### src/rtl/tag_compare.sv
// DRAM-cache tag comparator: classifies each accepted R-channel beat as read/write hit/miss
// and steers its data into one of four registered outputs. Optional macro: TAG_CMP_VALID_OUT_EN.
module tag_compare #(
    parameter int DATA_W  = 72,
    parameter int TAG_W   = 56,
    parameter int FIFO_W  = 81,
    parameter int TAG_LSB = 8,
    parameter int WR_BIT  = 80
) (
    input  logic              clk,
    input  logic              rst_n,
    input  logic [DATA_W-1:0] rdata_i,
    input  logic [TAG_W-1:0]  rtag_i,
    input  logic              rvalid_i,
    output logic              rready_o,
    input  logic [FIFO_W-1:0] fifo_data_i,
    output logic [DATA_W-1:0] r_hit_data_o,
    output logic [DATA_W-1:0] r_miss_data_o,
    output logic [DATA_W-1:0] w_hit_data_o,
    output logic [DATA_W-1:0] w_miss_data_o
`ifdef TAG_CMP_VALID_OUT_EN
   ,output logic              r_hit_valid_o,
    output logic              r_miss_valid_o,
    output logic              w_hit_valid_o,
    output logic              w_miss_valid_o
`endif
);

    // Encoding is {write, miss} so the class falls straight out of the two decode bits.
    typedef enum logic [1:0] {
        RD_HIT  = 2'b00,
        RD_MISS = 2'b01,
        WR_HIT  = 2'b10,
        WR_MISS = 2'b11
    } beat_class_e;

    logic              r_rready;
    logic [DATA_W-1:0] r_rd_hit;
    logic [DATA_W-1:0] r_rd_miss;
    logic [DATA_W-1:0] r_wr_hit;
    logic [DATA_W-1:0] r_wr_miss;

    logic        w_accept;
    logic        w_hit;
    logic        w_wr;
    logic        w_unused;
    beat_class_e w_class;

    assign w_accept = rvalid_i & r_rready;
    assign w_hit    = (rtag_i == fifo_data_i[TAG_LSB +: TAG_W]);
    assign w_wr     = fifo_data_i[WR_BIT];
    assign w_class  = beat_class_e'({w_wr, ~w_hit});

    // Request ID and reserved bits ride along in the FIFO word but never steer anything.
    assign w_unused = ^{fifo_data_i[WR_BIT-1:TAG_LSB+TAG_W], fifo_data_i[TAG_LSB-1:0]};

    // NOTE: every register here is cleared by the asynchronous reset and updated with
    // non-blocking assignments so all flops sample the same pre-edge values.
    always_ff @(posedge clk or negedge rst_n) begin
        if (!rst_n) begin
            r_rready  <= 1'b0;
            r_rd_hit  <= '0;
            r_rd_miss <= '0;
            r_wr_hit  <= '0;
            r_wr_miss <= '0;
        end else begin
            r_rready <= 1'b1;
            if (w_accept) begin
                unique case (w_class)
                    RD_HIT:  r_rd_hit  <= rdata_i;
                    RD_MISS: r_rd_miss <= rdata_i;
                    WR_HIT:  r_wr_hit  <= rdata_i;
                    WR_MISS: r_wr_miss <= rdata_i;
                endcase
            end
        end
    end

    assign rready_o      = r_rready;
    assign r_hit_data_o  = r_rd_hit;
    assign r_miss_data_o = r_rd_miss;
    assign w_hit_data_o  = r_wr_hit;
    assign w_miss_data_o = r_wr_miss;

`ifdef TAG_CMP_VALID_OUT_EN
    logic r_rd_hit_vld;
    logic r_rd_miss_vld;
    logic r_wr_hit_vld;
    logic r_wr_miss_vld;

    // Strobes mark which data register was written on the previous edge.
    always_ff @(posedge clk or negedge rst_n) begin
        if (!rst_n) begin
            r_rd_hit_vld  <= 1'b0;
            r_rd_miss_vld <= 1'b0;
            r_wr_hit_vld  <= 1'b0;
            r_wr_miss_vld <= 1'b0;
        end else begin
            r_rd_hit_vld  <= w_accept && (w_class == RD_HIT);
            r_rd_miss_vld <= w_accept && (w_class == RD_MISS);
            r_wr_hit_vld  <= w_accept && (w_class == WR_HIT);
            r_wr_miss_vld <= w_accept && (w_class == WR_MISS);
        end
    end

    assign r_hit_valid_o  = r_rd_hit_vld;
    assign r_miss_valid_o = r_rd_miss_vld;
    assign w_hit_valid_o  = r_wr_hit_vld;
    assign w_miss_valid_o = r_wr_miss_vld;
`endif

endmodule

### config.mk
export PLATFORM = sky130hd
export DESIGN_NAME = tag_compare
export DESIGN_NICKNAME = d
export VERILOG_FILES = /design/src/rtl/tag_compare.sv
export SDC_FILE = /design/constraint.sdc
export NUM_CORES = 1
export LEC_CHECK = 0
export CORE_AREA = 2 2 196 198
export CTS_CLUSTER_SIZE = 28
export DETAILED_ROUTE_END_ITERATION = 10
export DIE_AREA = 0 0 198 200
export GPL_TIMING_DRIVEN = 0
export PLACE_DENSITY_LB_ADDON = 0.1
export SLEW_MARGIN = 40
export SYNTH_ARGS = -nofsm -noshare
export SYNTH_HDL_FRONTEND = slang
export SYNTH_SLANG_ARGS = --single-unit
export TNS_END_PERCENT = 10
### constraint.sdc
create_clock -name clk -period 3.18 [get_ports clk]
set_input_delay 0.318 -clock clk [delete_from_list [all_inputs] [get_ports clk]]
set_output_delay 0.318 -clock clk [all_outputs]
set_load 0.01 [all_outputs]
After elaboration in Yosys (flattened, before gate mapping)
Cells that the tools add are included.

Equality and inequality tests: 4. Bitwise logic cells: 2. Reduce and logical (&&, ||, !) cells: 5.

Operators by type and width (count): $eq A56 B56 Y1 (1); $reduce_and A2 Y1 (4); $eq A2 B2 Y1 const B (2); $eq A2 B1 Y1 const B (1); $logic_not A2 Y1 (1); $and A1 B1 Y1 (1); $not A1 Y1 (1).

Bits in registers: 289. Input port bits: 212. Output and inout port bits: 289. Word-level logic and storage cells: 16.

Logic depth before layout (Yosys ltp)
Gate-level depths: netlist (run 1).

Depth in word-level cells: 4. Gate-level depth with buffers: 7. Gate-level depth less buffers: 5.

Worst setup path before layout (run 1)
No wires, ideal clock.

Path kind: input-to-reg. Start: input port fifo_data_i[31]. End: register r_rd_hit[0] (netlist: r_hit_data_o[0]). Library setup time: 125 ps. Data arrival time: 1927 ps. Data required time: 3055 ps. Setup slack: 1128 ps. Stages: 7. Path buffers: 2. Cell sequence: xnor2_1 -> nand4_1 -> nor4_2 -> and4_1 -> buf_6 -> buf_12 -> mux2_4.

Word-level cells in the longest chain between the ends: 4.

RTL lines: from (decl) (RTL line 16) `input logic [FIFO_W-1:0] fifo_data_i,`; $eq A56 B56 Y1 (RTL line 50) `assign w_hit = (rtag_i == fifo_data_i[TAG_LSB +: TAG_W]);`; $not A1 Y1 (RTL line 52) `assign w_class = beat_class_e'({w_wr, ~w_hit});`; $logic_not A2 Y1 (RTL line 69) `unique case (w_class)`; $reduce_and A2 Y1 (no source line); to (signal assigned) (RTL line 70) `RD_HIT: r_rd_hit <= rdata_i;`; to (decl) (RTL line 38) `logic [DATA_W-1:0] r_rd_hit;`.

No other way between the ends. A chain may end at the register's enable or synchronous reset.

Final worst setup path (run 1)
Start: input port rtag_i[2]. End: register r_wr_miss[31] (netlist: w_miss_data_o[31]).

Word-level cells in the longest chain between the ends: 4.

RTL lines: from (decl) (RTL line 13) `input logic [TAG_W-1:0] rtag_i,`; $eq A56 B56 Y1 (RTL line 50); $not A1 Y1 (RTL line 52); $eq A2 B2 Y1 (RTL line 69); $reduce_and A2 Y1 (no source line); to (signal assigned) (RTL line 73) `WR_MISS: r_wr_miss <= rdata_i;`; to (decl) (RTL line 41) `logic [DATA_W-1:0] r_wr_miss;`.

No other way between the ends.

==> run_summary.xml, run 1 <==
<?xml version="1.0" encoding="UTF-8"?>
<metrics>
  <group name="floorplan">
    <metric name="die_area" unit="mm2">0.03960</metric>
    <metric name="floorplan_core_area" unit="mm2">0.03740</metric>
    <metric name="core.rowCount" unit="">71</metric>
    <metric name="io-pin-count" unit="">501</metric>
    <metric name="die_width" unit="um">198</metric>
    <metric name="die-height" unit="um">200</metric>
    <metric name="initial_cell_density_of_the_core" unit="%">32.10</metric>
  </group>
  <group name="synth">
    <metric name="net_count_synth" unit="">903</metric>
    <metric name="synth-seq-area-share" unit="%">60.25</metric>
    <metric name="yosys_warnings" unit="">0</metric>
    <metric name="synth.distinct_cells" unit="">16</metric>
    <metric name="post_synth_instance_area" unit="mm2">0.01200</metric>
    <metric name="netlist_instances" unit="">691</metric>
    <metric name="postSynthRegisterBits" unit="">289</metric>
    <metric name="synthesis.area_per_instance" unit="um2">17.37</metric>
  </group>
  <group name="timing">
    <metric name="setup_slack" unit="ns">0.7726</metric>
    <metric name="max_slew_margin" unit="%">60.05</metric>
    <metric name="timing_hold_violations_final" unit="">0</metric>
    <metric name="post-route-period-util" unit="%">75.70</metric>
    <metric name="timing.fmax" unit="MHz">415.4</metric>
    <metric name="tns" unit="ns">0</metric>
    <metric name="timing.clock.skew" unit="ns">0.008086</metric>
    <metric name="grt_setup_unrepaired" unit="">false</metric>
    <metric name="maxSlewViolCount" unit="">0</metric>
    <metric name="worst_margin_slew" unit="ns">0.5943</metric>
    <metric name="setup_violations" unit="">0</metric>
    <metric name="min_period" unit="ns">2.407</metric>
  </group>
  <group name="pwr">
    <metric name="vdd.ir_drop.worst" unit="mV">0.2813</metric>
    <metric name="power-per-cell-area" unit="mW/mm2">528.2</metric>
    <metric name="power" unit="mW">9.839</metric>
    <metric name="p_leak" unit="nW">8.134</metric>
  </group>
  <group name="clock_network">
    <metric name="cts.sink_count" unit="">289</metric>
    <metric name="resized_cells_post_cts" unit="">0</metric>
    <metric name="cts_setup_buffers" unit="">0</metric>
    <metric name="max-clock-path-buffers" unit="">3</metric>
    <metric name="worst_setup_hold_path_clk_slew" unit="ns">0.05</metric>
    <metric name="worst_skew_pair.late_latency" unit="ns">0.50</metric>
    <metric name="cts_tree" unit="">yes</metric>
    <metric name="postCtsHoldBufs" unit="">1</metric>
    <metric name="cts_max_level" unit="">2</metric>
    <metric name="cts-buffers-inserted" unit="">35</metric>
    <metric name="cts_root_buf" unit="">clkbuf_16</metric>
  </group>
  <group name="detailed_routing">
    <metric name="drt_iter0_markers" unit="">209</metric>
    <metric name="viasPerCell" unit="">4.459</metric>
    <metric name="drcViolationCount" unit="">0</metric>
    <metric name="num_vias" unit="">7767</metric>
    <metric name="routedWlPerCell" unit="um">20.73</metric>
    <metric name="drt_pre_antenna_iters" unit="">4</metric>
    <metric name="antenna_violating_nets_post_route" unit="">0</metric>
    <metric name="totalWireLength" unit="um">36120</metric>
  </group>
  <group name="global_route">
    <metric name="grt_antenna_before_repair" unit="">0</metric>
    <metric name="wire_length_of_the_first_global_routing_pass" unit="um">53010</metric>
    <metric name="busiest_layer" unit="">met2</metric>
    <metric name="grt_start_max_net_pins" unit="">67</metric>
    <metric name="via_count_of_the_first_global_routing_pass" unit="">8186</metric>
    <metric name="grt.met3_usage" unit="%">4.923</metric>
    <metric name="overflow" unit="">0</metric>
    <metric name="globalRouteMet2Util" unit="%">32.89</metric>
    <metric name="grt_util_met1" unit="%">20.72</metric>
    <metric name="globalRouteTotalUtil" unit="%">18.05</metric>
  </group>
  <group name="place">
    <metric name="place_congestion" unit="">0.7377</metric>
    <metric name="placed_cells_incl_taps" unit="">1682</metric>
    <metric name="place_ws" unit="ns">0.1595</metric>
    <metric name="port_buffers" unit="">476</metric>
    <metric name="hpwl" unit="um">27080</metric>
  </group>
  <group name="worst_setup_path">
    <metric name="setup.worst_path.class" unit="">in2reg</metric>
    <metric name="crit_path_max_fanout" unit="">10</metric>
    <metric name="timing.reg2reg.setup_slack" unit="ns">1.24</metric>
    <metric name="reg2regPathDepth" unit="">5</metric>
    <metric name="arrival_worst_endpoint" unit="ns">2.80</metric>
    <metric name="regToRegStartpoint" unit="">rready_o</metric>
    <metric name="crit_required" unit="ns">3.57</metric>
    <metric name="worstReg2RegEnd" unit="">w_hit_data_o[12]</metric>
    <metric name="start_kind" unit="">primary input</metric>
    <metric name="crit_path_end_kind" unit="">register</metric>
  </group>
  <group name="final_layout">
    <metric name="layout_common_cells" unit="">clkdlybuf4s50_1, dfrtp_1, mux2_2</metric>
    <metric name="fin_nets" unit="">1421</metric>
    <metric name="final_cell_count_no_fill" unit="">1742</metric>
    <metric name="area_growth_syn_to_layout" unit="%">55.18</metric>
    <metric name="antennaDiodeCount" unit="">0</metric>
    <metric name="layout_commonest_cell" unit="">clkdlybuf4s50_1</metric>
    <metric name="drive_above_1_share" unit="%">30.87</metric>
  </group>
  <group name="outcome">
    <metric name="outcome" unit="">finished clean</metric>
  </group>
  <group name="hold_path">
    <metric name="worstHoldPathType" unit="">in2async</metric>
  </group>
  <group name="run">
    <metric name="maxCapViolCount" unit="">0</metric>
  </group>
</metrics>
[metal layers]
layer | vias to the layer above | share of wire, %
li1 | 3481 | -
met1 | 3946 | 39
met2 | 298 | 52
met3 | 42 | 6.8
met4 | 0 | 2.2
met5 | - | 0
[power by group]
| part | total, mW | internal, mW | switching [mW] |
|---|---|---|---|
| logic | 1.84 | 1.13 | 0.708 |
| registers | 4.20 | 4.03 | 0.169 |
| clock network | 3.81 | 2.30 | 1.51 |
[sequential cells by signal (all words and copies together) (netlist names)]
register and flops:
w_miss_data_o 72, r_hit_data_o 72, w_hit_data_o 72, r_miss_data_o 72
rready_o 1
[cell usage after synthesis]
cell type | n | area, um2
dfrtp_1 | 289 | 7232
mux2_2 | 176 | 1982
mux2_4 | 112 | 1682
xnor2_1 | 56 | 490.5
buf_6 | 24 | 270.3
nand4_1 | 14 | 87.58
buf_12 | 7 | 140.1
nor4_2 | 3 | 37.54
a41o_2 | 2 | 22.52
nor3_1 | 2 | 10.01
and4_1 | 1 | 8.760
conb_1 | 1 | 3.750
nand3_1 | 1 | 5.000
nand3b_1 | 1 | 7.510
nand4_4 | 1 | 21.27
nor2_1 | 1 | 3.750
[cell type report]
type / count / area [um2]
clock buffer: 54 / 1070
multi-input combinational: 371 / 4362
timing repair buffer: 481 / 4890
sequential: 289 / 7232
buffer: 31 / 410.4
tap: 511 / 639.4
clock inverter: 5 / 25.02
fill: 3263 / 18770
[worst max-delay path: stages]
cell and delay [ns]:
clkdlybuf4s50_1 0.52, xnor2_1 0.14, nand4_1 0.17, nor4_2 0.58, a41o_2 0.31, buf_6 0.20, buf_6 0.20, mux2_2 0.35
[cell families (layout without fill, tap and decap cells)]
logic type | after synthesis | in the layout | synth area share, %
XOR/XNOR | 56 | 56 | 4.086
flip-flops | 289 | 289 | 60.25
AO/OA/AOI/OAI | 2 | 2 | 0.1876
other | 1 | 1 | 0.03124
buffers and inverters | 31 | 571 | 3.419
multiplexers | 288 | 288 | 30.52
AND/OR/NAND/NOR | 24 | 24 | 1.511
[worst max-delay path by stage]
stage,start,to,slack [ns],cells after the start
2_1_floorplan,fifo_data_i[31],r_hit_data_o[0],1.13,7
3_3_place_gp,rst_n,r_miss_data_o[62],-11.61,1
3_5_place_dp,rtag_i[2],w_miss_data_o[31],0.16,8
4_1_cts,rtag_i[2],w_miss_data_o[31],0.72,8
5_1_grt,fifo_data_i[37],w_hit_data_o[13],0.62,7
6_report,rtag_i[2],w_miss_data_o[31],0.77,8
[metrics by stage]
| stage | cell area, um2 | hold slack (ns) | utilization, % |
|---|---|---|---|
| 2_1_floorplan | 12000 | 0.02241 | - |
| 3_3_place_gp | 17410 | 0.4866 | 46.55 |
| 3_5_place_dp | 17520 | 0.2195 | 46.85 |
| 4_1_cts | 18630 | 0.2665 | 49.81 |
| 5_1_grt | 18630 | 0.3016 | 49.81 |
| 6_report | 18630 | 0.2734 | 49.81 |
(Power assumes the default switching activity.)
==> run 2: changes to the inputs <==
--- a/config.mk
+++ b/config.mk
@@ -5,10 +5,10 @@
 export SDC_FILE = /design/constraint.sdc
 export NUM_CORES = 1
 export LEC_CHECK = 0
-export CORE_AREA = 2 2 196 198
+export CORE_AREA = 2 2 197 199
 export CTS_CLUSTER_SIZE = 28
 export DETAILED_ROUTE_END_ITERATION = 10
-export DIE_AREA = 0 0 198 200
+export DIE_AREA = 0 0 199 201
 export GPL_TIMING_DRIVEN = 0
 export PLACE_DENSITY_LB_ADDON = 0.1
 export SLEW_MARGIN = 40
==> constraint.sdc (replaced) <==
create_clock -name clk -period 2.3 [get_ports clk]
set_input_delay 0.23 -clock clk [delete_from_list [all_inputs] [get_ports clk]]
set_output_delay 0.23 -clock clk [all_outputs]
set_load 0.01 [all_outputs]
==> run_summary.xml, run 2 (synthesis results as in run 1) <==
<?xml version="1.0" encoding="UTF-8"?>
<metrics>
  <group name="outcome">
    <metric name="outcome" unit="">finished clean</metric>
  </group>
  <group name="detailed_routing">
    <metric name="totalWireLength" unit="um">36080</metric>
    <metric name="num_vias" unit="">7719</metric>
    <metric name="drt_iter0_markers" unit="">201</metric>
    <metric name="drt_pre_antenna_iters" unit="">4</metric>
    <metric name="viasPerCell" unit="">4.406</metric>
    <metric name="antenna_violating_nets_post_route" unit="">0</metric>
    <metric name="drcViolationCount" unit="">0</metric>
    <metric name="routedWlPerCell" unit="um">20.59</metric>
  </group>
  <group name="global_route">
    <metric name="via_count_of_the_first_global_routing_pass" unit="">8319</metric>
    <metric name="wire_length_of_the_first_global_routing_pass" unit="um">53600</metric>
    <metric name="overflow" unit="">0</metric>
    <metric name="globalRouteTotalUtil" unit="%">18.07</metric>
    <metric name="grt_start_max_net_pins" unit="">69</metric>
    <metric name="grt_antenna_before_repair" unit="">1</metric>
  </group>
  <group name="clock_network">
    <metric name="cts_setup_buffers" unit="">0</metric>
    <metric name="cts_tree" unit="">yes</metric>
    <metric name="worst_setup_hold_path_clk_slew" unit="ns">0.06</metric>
    <metric name="cts_max_level" unit="">2</metric>
    <metric name="max-clock-path-buffers" unit="">3</metric>
    <metric name="cts.sink_count" unit="">289</metric>
    <metric name="cts_root_buf" unit="">clkbuf_16</metric>
    <metric name="worst_skew_pair.late_latency" unit="ns">0.52</metric>
    <metric name="cts-buffers-inserted" unit="">36</metric>
  </group>
  <group name="floorplan">
    <metric name="floorplan_core_area" unit="mm2">0.03811</metric>
    <metric name="initial_cell_density_of_the_core" unit="%">31.50</metric>
    <metric name="core.rowCount" unit="">72</metric>
    <metric name="die_width" unit="um">199</metric>
    <metric name="io-pin-count" unit="">501</metric>
    <metric name="die_area" unit="mm2">0.04000</metric>
    <metric name="die-height" unit="um">201</metric>
  </group>
  <group name="final_layout">
    <metric name="area_growth_syn_to_layout" unit="%">56.17</metric>
    <metric name="multi_input_logic_area" unit="mm2">0.004388</metric>
    <metric name="antennaDiodeCount" unit="">0</metric>
    <metric name="fillerInstances" unit="">3375</metric>
    <metric name="final-seq-area" unit="mm2">0.007232</metric>
    <metric name="layout_commonest_cell" unit="">clkdlybuf4s50_1</metric>
    <metric name="final_cell_count_no_fill" unit="">1752</metric>
    <metric name="fin_nets" unit="">1422</metric>
    <metric name="drive_above_1_share" unit="%">31.28</metric>
    <metric name="layout_common_cells" unit="">clkdlybuf4s50_1, dfrtp_1, mux2_2</metric>
  </group>
  <group name="timing">
    <metric name="maxSlewViolCount" unit="">0</metric>
    <metric name="grt_setup_unrepaired" unit="">false</metric>
    <metric name="worst_hold_slack" unit="ns">0.2294</metric>
    <metric name="timing.clock.skew" unit="ns">0.01737</metric>
    <metric name="timing_hold_violations_final" unit="">0</metric>
    <metric name="min_period" unit="ns">2.169</metric>
    <metric name="timing.fmax" unit="MHz">461.1</metric>
    <metric name="post-route-period-util" unit="%">94.29</metric>
    <metric name="setup_violations" unit="">0</metric>
  </group>
  <group name="place">
    <metric name="place_congestion" unit="">0.7434</metric>
    <metric name="hpwl" unit="um">27090</metric>
    <metric name="placed_cells_incl_taps" unit="">1689</metric>
    <metric name="port_buffers" unit="">476</metric>
  </group>
  <group name="pwr">
    <metric name="power-per-cell-area" unit="mW/mm2">740.8</metric>
    <metric name="p_leak" unit="nW">8.211</metric>
    <metric name="vdd.ir_drop.worst" unit="mV">0.3464</metric>
    <metric name="power" unit="mW">13.89</metric>
  </group>
  <group name="run">
    <metric name="maxCapViolCount" unit="">0</metric>
  </group>
  <group name="worst_setup_path">
    <metric name="timing.reg2reg.setup_slack" unit="ns">0.47</metric>
    <metric name="start_kind" unit="">primary input</metric>
    <metric name="crit_path_end_kind" unit="">register</metric>
    <metric name="crit_path_max_fanout" unit="">10</metric>
    <metric name="arrival_worst_endpoint" unit="ns">2.56</metric>
    <metric name="setup.worst_path.class" unit="">in2reg</metric>
    <metric name="crit_required" unit="ns">2.69</metric>
  </group>
  <group name="hold_path">
    <metric name="worstHoldPathType" unit="">in2async</metric>
  </group>
</metrics>
==> run 2: area by class of cell <==
| cell class | instances | area share, % |
|---|---|---|
| buffer | 31 | 2.189 |
| clock buffer | 54 | 5.867 |
| clock inverter | 8 | 0.4205 |
| multi-input combinational | 371 | 23.41 |
| sequential | 289 | 38.58 |
| tap | 518 | 3.457 |
| timing repair buffer | 481 | 26.08 |
==> run 2: worst paths after layout <==
check	endpoint	cells past startpoint	start
max in group asynchronous	r_hit_data_o[67]	4	rst_n
min in group clk	r_hit_data_o[42]	2	rdata_i[42]
worst max-delay path	r_miss_data_o[31]	8	rtag_i[15]
worst min register to register	r_miss_data_o[36]	1	r_miss_data_o[36]
worst max register to register	w_hit_data_o[20]	5	rready_o
worst min-delay path	w_miss_data_o[45]	2	rst_n
==> run 2: power breakdown <==
part	internal, mW	switching, mW
logic	1.56	0.979
registers	5.57	0.227
clock network	3.41	2.14
total	10.5	3.35
==> run 2: what timing repair did <==
action | in CTS | in global routing
setup endpoints to repair | 249 | 7
hold endpoints to repair | 47 | 0
gates resized for setup | 3 | 0
pin swaps | 0 | 3
hold buffers | 1 | 0
==> run 2: metal layers <==
metal	share of wire (%)	GRT usage [%]	routed length, um
met2	53	32.93	19020
met4	2.8	5.837	1019
met3	7.3	5.192	2640
met5	0.036	0	13
met1	37	20.06	13390
==> run 2: critical path, cell delays in order <==
cell and delay, ns:
clkdlybuf4s50_1 0.52, xnor2_1 0.13, nand4_1 0.22, nor4_4 0.41, a41o_2 0.26, buf_6 0.21
buf_6 0.21, mux2_2 0.35
==> run 2: through the flow <==
stage          setup slack (ns)  TNS (ns)  area (um2)  util (%)
2_1_floorplan            0.3363         0       12000         -
3_3_place_gp             -12.28  -3693.76       17420     45.71
3_5_place_dp            -0.6068   -164.03       17530     46.01
4_1_cts                 0.07477         0       18750     49.20
5_1_grt                0.002562         0       18750     49.20
6_report                 0.1314         0       18750     49.20
